## config.mk

```make
export PLATFORM = sky130hd
export DESIGN_NAME = hazard_ctl_flat
export DESIGN_NICKNAME = d
export VERILOG_FILES = /design/src/rtl/hazard_ctl_if.sv /design/src/rtl/hazard_ctl.sv /design/src/flat_wrapper.sv
export SDC_FILE = /design/constraint.sdc
export NUM_CORES = 1
export LEC_CHECK = 0
export CAP_MARGIN = 10
export CELL_PAD_IN_SITES_DETAIL_PLACEMENT = 1
export CELL_PAD_IN_SITES_GLOBAL_PLACEMENT = 1
export CORE_MARGIN = 3
export CORE_UTILIZATION = 25
export DETAILED_ROUTE_END_ITERATION = 6
export PLACE_DENSITY_LB_ADDON = 0.1
export SLEW_MARGIN = 40
export SYNTH_ARGS = -nofsm -noshare
export SYNTH_HDL_FRONTEND = slang
export SYNTH_SLANG_ARGS = --single-unit
```

## constraint.sdc

```tcl
create_clock -name clk -period 2.6 [get_ports clk]
set_input_delay 0.65 -clock clk [delete_from_list [all_inputs] [get_ports clk]]
set_output_delay 0.65 -clock clk [all_outputs]
set_load 0.02 [all_outputs]
```

## src/rtl/hazard_ctl_if.sv

```systemverilog
// ============================================================================
//  Module      : hazard_ctl_if
//  Description : Decode/execute hazard sideband and stall/flush controls
//                exchanged between the pipeline and hazard_ctl.
//  Revision    : 1.0  initial release
// ============================================================================
`default_nettype none

interface hazard_ctl_if;
    logic       Valid_ID;
    logic [4:0] Rs_ID;
    logic [4:0] Rt_ID;
    logic       UsesRt_ID;
    logic       RegWrite_EX;
    logic       MemToReg_EX;
    logic [4:0] WriteReg_EX;
    logic       MemReq_EX;
    logic       BranchTaken_EXM1;
    logic       Stall_IF;
    logic       Stall_ID;
    logic       Flush_ID;
    logic       Flush_EX;
    logic       AnyStall;

    modport master (
        output Valid_ID, Rs_ID, Rt_ID, UsesRt_ID,
        output RegWrite_EX, MemToReg_EX, WriteReg_EX, MemReq_EX,
        output BranchTaken_EXM1,
        input  Stall_IF, Stall_ID, Flush_ID, Flush_EX, AnyStall
    );

    modport slave (
        input  Valid_ID, Rs_ID, Rt_ID, UsesRt_ID,
        input  RegWrite_EX, MemToReg_EX, WriteReg_EX, MemReq_EX,
        input  BranchTaken_EXM1,
        output Stall_IF, Stall_ID, Flush_ID, Flush_EX, AnyStall
    );
endinterface

`default_nettype wire

```

## src/rtl/hazard_ctl.sv

```systemverilog
// ============================================================================
//  Module      : hazard_ctl
//  Description : 5-stage pipeline hazard scheduler: load-use bubbles, data
//                memory wait-state freeze and branch redirect flushes.
//                Optional HAZARD_PERF_CNT_EN adds stall/flush counters.
//  Revision    : 1.0  initial release
// ============================================================================
`default_nettype none

module hazard_ctl #(
    parameter int MEM_WAIT = 2,
    parameter int CNT_W    = 3
) (
    input  wire logic        clk,
    input  wire logic        reset,
    hazard_ctl_if.slave      bus
`ifdef HAZARD_PERF_CNT_EN
    ,
    output logic [31:0]      StallCycles,
    output logic [31:0]      FlushCount
`endif
);

    typedef enum logic [1:0] {
        S_IDLE    = 2'd0,
        S_LDUSE   = 2'd1,
        S_MEMWAIT = 2'd2
    } state_t;

    localparam bit             c_WAIT_EN = (MEM_WAIT > 0);
    localparam logic [CNT_W-1:0] c_WAIT_LD = CNT_W'(MEM_WAIT);
    localparam logic [CNT_W-1:0] c_ONE     = CNT_W'(1);

    state_t           r_state;
    state_t           w_state_nxt;
    logic [CNT_W-1:0] r_cnt;
    logic [CNT_W-1:0] w_cnt_nxt;
    logic             r_pend;
    logic             w_pend_nxt;

    logic w_hit;
    logic w_redirect;
    logic w_stall_if;
    logic w_stall_id;
    logic w_flush_id;
    logic w_flush_ex;
    logic w_any_stall;

    // r0 is hardwired to zero, so a load targeting it never creates a hazard
    assign w_hit = bus.Valid_ID && bus.RegWrite_EX && bus.MemToReg_EX &&
                   (bus.WriteReg_EX != 5'd0) &&
                   ((bus.WriteReg_EX == bus.Rs_ID) ||
                    (bus.UsesRt_ID && (bus.WriteReg_EX == bus.Rt_ID)));

    assign w_redirect = bus.BranchTaken_EXM1 || r_pend;

    always_ff @(posedge clk or posedge reset) begin
        if (reset) begin
            r_state <= S_IDLE;
            r_cnt   <= '0;
            r_pend  <= 1'b0;
        end else begin
            r_state <= w_state_nxt;
            r_cnt   <= w_cnt_nxt;
            r_pend  <= w_pend_nxt;
        end
    end

    always_comb begin
        w_state_nxt = r_state;
        w_cnt_nxt   = r_cnt;
        w_pend_nxt  = r_pend;
        w_stall_if  = 1'b0;
        w_stall_id  = 1'b0;
        w_flush_id  = 1'b0;
        w_flush_ex  = 1'b0;
        w_any_stall = 1'b0;

        if (!reset) begin
            case (r_state)
                S_MEMWAIT: begin
                    // Redirects arriving during the freeze are held until it lifts
                    w_any_stall = 1'b1;
                    w_stall_if  = 1'b1;
                    w_stall_id  = 1'b1;
                    w_cnt_nxt   = r_cnt - c_ONE;
                    if (bus.BranchTaken_EXM1) begin
                        w_pend_nxt = 1'b1;
                    end
                    if (r_cnt <= c_ONE) begin
                        w_state_nxt = S_IDLE;
                    end
                end

                S_IDLE, S_LDUSE: begin
                    w_flush_id = w_redirect;
                    w_pend_nxt = 1'b0;
                    if ((r_state == S_IDLE) && w_hit) begin
                        // A taken redirect must still load the new PC
                        w_stall_if  = !w_redirect;
                        w_stall_id  = 1'b1;
                        w_flush_ex  = 1'b1;
                        w_state_nxt = w_redirect ? S_IDLE : S_LDUSE;
                    end else if (bus.MemReq_EX && c_WAIT_EN) begin
                        w_cnt_nxt   = c_WAIT_LD;
                        w_state_nxt = S_MEMWAIT;
                    end else begin
                        w_state_nxt = S_IDLE;
                    end
                end

                default: begin
                    w_state_nxt = S_IDLE;
                    w_cnt_nxt   = '0;
                    w_pend_nxt  = 1'b0;
                end
            endcase
        end
    end

    assign bus.Stall_IF = w_stall_if;
    assign bus.Stall_ID = w_stall_id;
    assign bus.Flush_ID = w_flush_id;
    assign bus.Flush_EX = w_flush_ex;
    assign bus.AnyStall = w_any_stall;

`ifdef HAZARD_PERF_CNT_EN
    logic [31:0] r_stall_cycles;
    logic [31:0] r_flush_count;

    always_ff @(posedge clk or posedge reset) begin
        if (reset) begin
            r_stall_cycles <= '0;
            r_flush_count  <= '0;
        end else begin
            if (w_stall_id && (r_stall_cycles != '1)) begin
                r_stall_cycles <= r_stall_cycles + 32'd1;
            end
            if (w_flush_id && (r_flush_count != '1)) begin
                r_flush_count <= r_flush_count + 32'd1;
            end
        end
    end

    assign StallCycles = r_stall_cycles;
    assign FlushCount  = r_flush_count;
`endif

endmodule

`default_nettype wire
```

## src/flat_wrapper.sv

```systemverilog
// flat-port wrapper written by rule: the top's interface ports become plain ports
module hazard_ctl_flat 
#(
    parameter int MEM_WAIT = 2,
    parameter int CNT_W    = 3
)
  (clk, reset, bus_Valid_ID, bus_Rs_ID, bus_Rt_ID, bus_UsesRt_ID, bus_RegWrite_EX, bus_MemToReg_EX, bus_WriteReg_EX, bus_MemReq_EX, bus_BranchTaken_EXM1, bus_Stall_IF, bus_Stall_ID, bus_Flush_ID, bus_Flush_EX, bus_AnyStall);
  hazard_ctl_if bus_i ();
  input  wire logic clk;
  input  wire logic reset;
  input wire logic [$bits(bus_i.Valid_ID)-1:0] bus_Valid_ID;
  input wire logic [$bits(bus_i.Rs_ID)-1:0] bus_Rs_ID;
  input wire logic [$bits(bus_i.Rt_ID)-1:0] bus_Rt_ID;
  input wire logic [$bits(bus_i.UsesRt_ID)-1:0] bus_UsesRt_ID;
  input wire logic [$bits(bus_i.RegWrite_EX)-1:0] bus_RegWrite_EX;
  input wire logic [$bits(bus_i.MemToReg_EX)-1:0] bus_MemToReg_EX;
  input wire logic [$bits(bus_i.WriteReg_EX)-1:0] bus_WriteReg_EX;
  input wire logic [$bits(bus_i.MemReq_EX)-1:0] bus_MemReq_EX;
  input wire logic [$bits(bus_i.BranchTaken_EXM1)-1:0] bus_BranchTaken_EXM1;
  output wire logic [$bits(bus_i.Stall_IF)-1:0] bus_Stall_IF;
  output wire logic [$bits(bus_i.Stall_ID)-1:0] bus_Stall_ID;
  output wire logic [$bits(bus_i.Flush_ID)-1:0] bus_Flush_ID;
  output wire logic [$bits(bus_i.Flush_EX)-1:0] bus_Flush_EX;
  output wire logic [$bits(bus_i.AnyStall)-1:0] bus_AnyStall;
  assign bus_i.Valid_ID = bus_Valid_ID;
  assign bus_i.Rs_ID = bus_Rs_ID;
  assign bus_i.Rt_ID = bus_Rt_ID;
  assign bus_i.UsesRt_ID = bus_UsesRt_ID;
  assign bus_i.RegWrite_EX = bus_RegWrite_EX;
  assign bus_i.MemToReg_EX = bus_MemToReg_EX;
  assign bus_i.WriteReg_EX = bus_WriteReg_EX;
  assign bus_i.MemReq_EX = bus_MemReq_EX;
  assign bus_i.BranchTaken_EXM1 = bus_BranchTaken_EXM1;
  assign bus_Stall_IF = bus_i.Stall_IF;
  assign bus_Stall_ID = bus_i.Stall_ID;
  assign bus_Flush_ID = bus_i.Flush_ID;
  assign bus_Flush_EX = bus_i.Flush_EX;
  assign bus_AnyStall = bus_i.AnyStall;
  hazard_ctl #(.MEM_WAIT(MEM_WAIT), .CNT_W(CNT_W)) u_core (.clk(clk), .reset(reset), .bus(bus_i));
endmodule
```

Word-level counts from Yosys, hierarchy flattened
Cells that the tools add are included.
{"block": "totals", "latch_bits": 0, "ramBits": 0, "romBits": 0, "memories": 0, "reg_bits": 6, "input_bits": 23, "wordCells": 51, "out_inout_bits": 5}
{"block": "op_classes", "order_cmp": 1, "eq_ne": 8, "n_mux": 22, "n_shift": 0, "multipliers": 0, "add_sub_neg": 1, "n_div": 0, "reduce_logical": 15, "n_bitwise": 1}
{"op": "two-way mux 1 bit", "count": 13}
{"op": "equality test 5 bit", "count": 2}
{"op": "logical AND 1 bit", "count": 6}
{"op": "two-way mux 2 bit", "count": 3}
{"op": "two-way mux 3 bit", "count": 2}
{"op": "inequality test 2 bit, second input constant", "count": 3}
{"op": "case mux 3 bit (2 select lines)", "count": 1}
{"op": "nonzero test 5 bit", "count": 1}
{"op": "case mux 1 bit (2 select lines)", "count": 2}
{"op": "case mux 2 bit (2 select lines)", "count": 1}
{"op": "AND reduction 2 bit", "count": 2}
{"op": "<= comparator 3 x 1 -> 1 bit, second input constant", "count": 1}
{"op": "AND reduction 3 bit", "count": 1}
{"op": "subtractor 3 x 1 -> 3 bit, second input constant", "count": 1}
{"op": "equality test 2 x 1 -> 1 bit, second input constant", "count": 1}
{"op": "equality test 2 bit, second input constant", "count": 1}
{"op": "zero test 2 bit", "count": 1}
{"op": "logical OR 1 bit", "count": 2}
{"op": "inequality test 2 x 1 -> 1 bit, second input constant", "count": 1}
{"op": "OR reduction 2 bit", "count": 1}
{"op": "zero test 1 bit", "count": 1}
{"op": "NOT 1 bit", "count": 1}

Longest topological paths before layout
{"block": "logic_depth", "word_depth": 8, "depth_mapped": 6}

Worst setup path before layout
OpenSTA, ideal clock, no wires.
{"block": "synth_path", "kind": "in2out", "start": "input bus_WriteReg_EX[3]", "end": "output bus_Stall_IF", "t_required_ns": 1.950, "stages": 6, "t_arrival_ns": 1.868, "setup_slack_ns": 0.082, "cell_sequence": "xor2_1 > nor4_2 > a32oi_1 > or2_1 > buf_6 > o21bai_1"}
{"block": "synth_between", "elab_chain_cells": 8, "word_cells_on_any_way": 11, "classes_between": "eq/ne (2); mux (3); reduce/logical (6)"}
{"element": "start: declaration", "line_no": "flat_wrapper.sv:17", "rtl": "input wire logic [$bits(bus_i.WriteReg_EX)-1:0] bus_WriteReg_EX;"}
{"element": "equality test 5 bit", "line_no": "hazard_ctl.sv:53", "rtl": "(bus.UsesRt_ID && (bus.WriteReg_EX == bus.Rt_ID)));"}
{"element": "logical AND 1 bit", "line_no": "hazard_ctl.sv:53"}
{"element": "logical OR 1 bit", "line_no": "hazard_ctl.sv:52", "rtl": "((bus.WriteReg_EX == bus.Rs_ID) ||"}
{"element": "logical AND 1 bit *", "line_no": "hazard_ctl.sv:51", "rtl": "(bus.WriteReg_EX != 5'd0) &&"}
{"element": "logical AND 1 bit *", "line_no": "hazard_ctl.sv:98", "rtl": "if ((r_state == S_IDLE) && w_hit) begin"}
{"element": "two-way mux 1 bit *", "line_no": "hazard_ctl.sv:98"}
{"element": "case mux 1 bit (2 select lines) *", "line_no": "hazard_ctl.sv:80", "rtl": "case (r_state)"}
{"element": "two-way mux 1 bit *", "line_no": "hazard_ctl.sv:79", "rtl": "if (!reset) begin"}
{"element": "end: declaration", "line_no": "flat_wrapper.sv:20", "rtl": "output wire logic [$bits(bus_i.Stall_IF)-1:0] bus_Stall_IF;"}
Mark *: on every way between the ends. The rest lies on a longest branch, timed or not.

Final worst setup path
{"block": "layout_path", "start": "input bus_WriteReg_EX[4]", "end": "output bus_Stall_IF"}
Same word-level chain as after synthesis.

==> results.md <==
* Share of cells above drive strength 1 at 33.0%
* Post-layout util at 48.6%
* RSZ-0062 raised after global routing: true
* Total detailed-routing wirelength at 1480 um
* Most frequent cells in the layout: 13 x buf_4, 11 x dlygate4sd2_1, 8 x nor2_1
* Clock root buffer: clkbuf_4
* Worst Path Required at 1950 ps
* CP Data Arrival Time at 1890 ps
* First-pass iteration count of the detailed router at 4
* Combinational share of power at 55.2%
* Total CTS buffers at 3
* Internal power at 0.000337 W
* Lkg Pwr at 0.405 nW
* Grt met3 use at 1.19%
* GR Util All Layers at 13.4%
* Top Usage Layer GRT: met2
* Number of global-route vias before repair at 597
* Port bufs at 27
* Clock Power Share at 15.9%
* CTS Hold Bufs at 0
* Vias/cell at 4.60
* CTS sink cnt at 6
* Maximum clock rate at 394 MHz
* Max Clock Skew at 1.49 ps
* Placer Congestion at 0.719
* Setup CP Type: in -> out
* Psw at 0.000213 W
* Sequential share of power at 28.9%
* Drt wl/cell at 12.1 um
* DRC violation count after routing at 0
* Routed Antenna Nets at 0
* Syn avg cell area at 8.42 um^2
* Pwr/cell area at 627 nW/um^2
* Min-Delay Path Class: reg -> reg
* Ports at 28
* Ranking of synthesized cells by area: dfrtp_1 30%, xor2_1 16%, nor2_1 6.0%, ha_1 5.0%, a21oi_1 4.0%
* Setup bufs post-CTS at 0
* Clock period minus worst slack at 2540 ps
* Synthesized Nets at 84
* Worst Path Max Fanout at 4
* CTS max path bufs at 2
* Max Slew Vio Count at 0
* Layout Nets at 124
* Yosys warnings at 0
* Clock Pin Slew Worst Setup and Hold Paths at 40 ps
* Antenna violations before repair at 0
* Die Wd at 50.6 um
* Die H at 50.6 um
* Setup Viol. Count Final at 0
* Startpoint Class: primary input
* Final number of hold-violating endpoints at 0
* Area delta synth->final at 76.3%
* DP HPWL at 1290 um
* Sw Share at 38.7%
* Crit-path slowest cell: or4_4
* CORE AREA at 1800 um^2
* Status: finished clean
* Via count at 561
* Drt initial violations at 4
* H-tree depth at 1
* FF+latch count, synth at 6
* Max incr delay on CP at 520 ps
* Max_cap viols at 0
* CP Cell Sequence: buf_6 > or4_4 > o211ai_1 > or2_4 > o21bai_1 > buf_4
* Synth area leader: dfrtp_1
* Worst setup EP type: output port
* Total congestion overflow at 0
* Die area at 2560 um^2
* Most common cell after layout, fill and taps aside: buf_4
* Mapped cell area at 497 um^2
* Relative slew slack at 80.3%
* Fin crit share at 97.6%
* Post-synth top area share at 30.2%
* Largest net degree at the start of global routing at 11
* CTS tree: yes
* Starting Density at 27.6%
* N_diodes at 0
* Global Route met1 Usage at 15.7%
* Gate count after technology mapping at 59
* Placed cell area at 858 um^2
* Worst vdd ir at 0.000337 V
* Synth cell types at 25
* First-pass GRT wire length at 2570 um
* Register area share after synthesis at 30.2%
* Met2 usage at 22.2%
* Rows at 15
* Worst skew pair latency at 250 ps
* Design area at 876 um^2
* Worst-Margin Slew at 292 ps
==> registers in the layout, indices dropped and copies added (netlist names) <==
| register | count |
|---|---|
| u_core.r_cnt | 3 |
| u_core.r_state | 2 |
| u_core.r_pend | 1 |
==> synthesized netlist by cell type, drive strengths merged <==
library cell / number
dfrtp: 6
inv: 3
a32o: 1
a21boi: 1
xnor2: 1
or2: 1
a32oi: 1
ha: 2
nor3: 4
o21bai: 1
o211ai: 2
or4: 1
xor2: 9
nand2: 4
a21oi: 4
o21ai: 3
nand2b: 1
buf: 1
mux2: 1
o2bb2ai: 1
nor2: 8
a31oi: 1
nor4: 1
clkbuf: 1
==> cell type report <==
cell class                      instances  area [um^2]
Tap cell                               25         31.3
Inverter                                3         11.3
Sequential cell                         6          150
Timing Repair Buffer                   37          305
Fill cell                             224          926
Multi-Input combinational cell         48          355
Clock buffer                            3         22.5
==> repair_timing <==
item                       CTS  global route
pin swaps                   14             6
setup endpoints to repair    5             4
gates resized for setup     56            11
cloned                       0             0
==> critical path, delay by kind of cell <==
| family | cells | cell delay, ps |
|---|---|---|
| AO/OA/AOI/OAI | 2 | 280 |
| buffers and inverters | 2 | 260 |
| AND/OR/NAND/NOR | 2 | 700 |
==> path summary, 6_finish.rpt <==
path	end	start	slack [ps]	depth (start not counted)
min in group asynchronous	u_core.r_state[1]	reset	920	4
min	u_core.r_cnt[0]	u_core.r_cnt[0]	510	1
max in group asynchronous	u_core.r_pend	reset	1550	4
max reg2reg	u_core.r_cnt[2]	u_core.r_state[1]	1100	7
max	bus_Stall_IF	bus_WriteReg_EX[4]	60	6
min reg2reg	u_core.r_cnt[0]	u_core.r_cnt[0]	510	1
==> stage by stage <==
| stage | setup slack [ps] | TNS (ps) | std cells | hold WS (ps) | total power (W) |
|---|---|---|---|---|---|
| 2_1_floorplan | 81.8 | 0 | 59 | 477 | 0.000315 |
| 3_3_place_gp | -788 | -2640 | 119 | 501 | 0.000467 |
| 3_5_place_dp | -802 | -2720 | 119 | 514 | 0.000473 |
| 4_1_cts | 7.95 | 0 | 122 | 519 | 0.000548 |
| 5_1_grt | -56.9 | -61.5 | 122 | 543 | 0.000602 |
| 6_report | 63.2 | 0 | 122 | 510 | 0.000550 |
==> power groups by stage <==
stage           clock, W  combinational (W)  sequential, W
5_1_grt        0.0000971           0.000339       0.000165
4_1_cts        0.0000905           0.000298       0.000159
3_5_place_dp           0           0.000314       0.000158
6_report       0.0000872           0.000304       0.000159
2_1_floorplan          0           0.000156       0.000158
3_3_place_gp           0           0.000310       0.000157
==> cell families after synthesis <==
kind of cell	Yosys count	share of synthesized area, %
simple gates	20	19.6
compound gates	15	19.9
xor+xnor	10	17.6
flops	6	30.2
buf+inv	5	5.29
fa+ha+maj	2	5.04
mux	1	2.27
==> routing by layer <==
layer	vias to the layer above	routed length, um	share of wire (%)
li1	281	-	-
met1	263	641	43
met2	15	772	52
met3	2	50	3.4
met4	0	17	1.1
met5	-	0	0
Note: power is estimated with default switching activity, not from simulation.
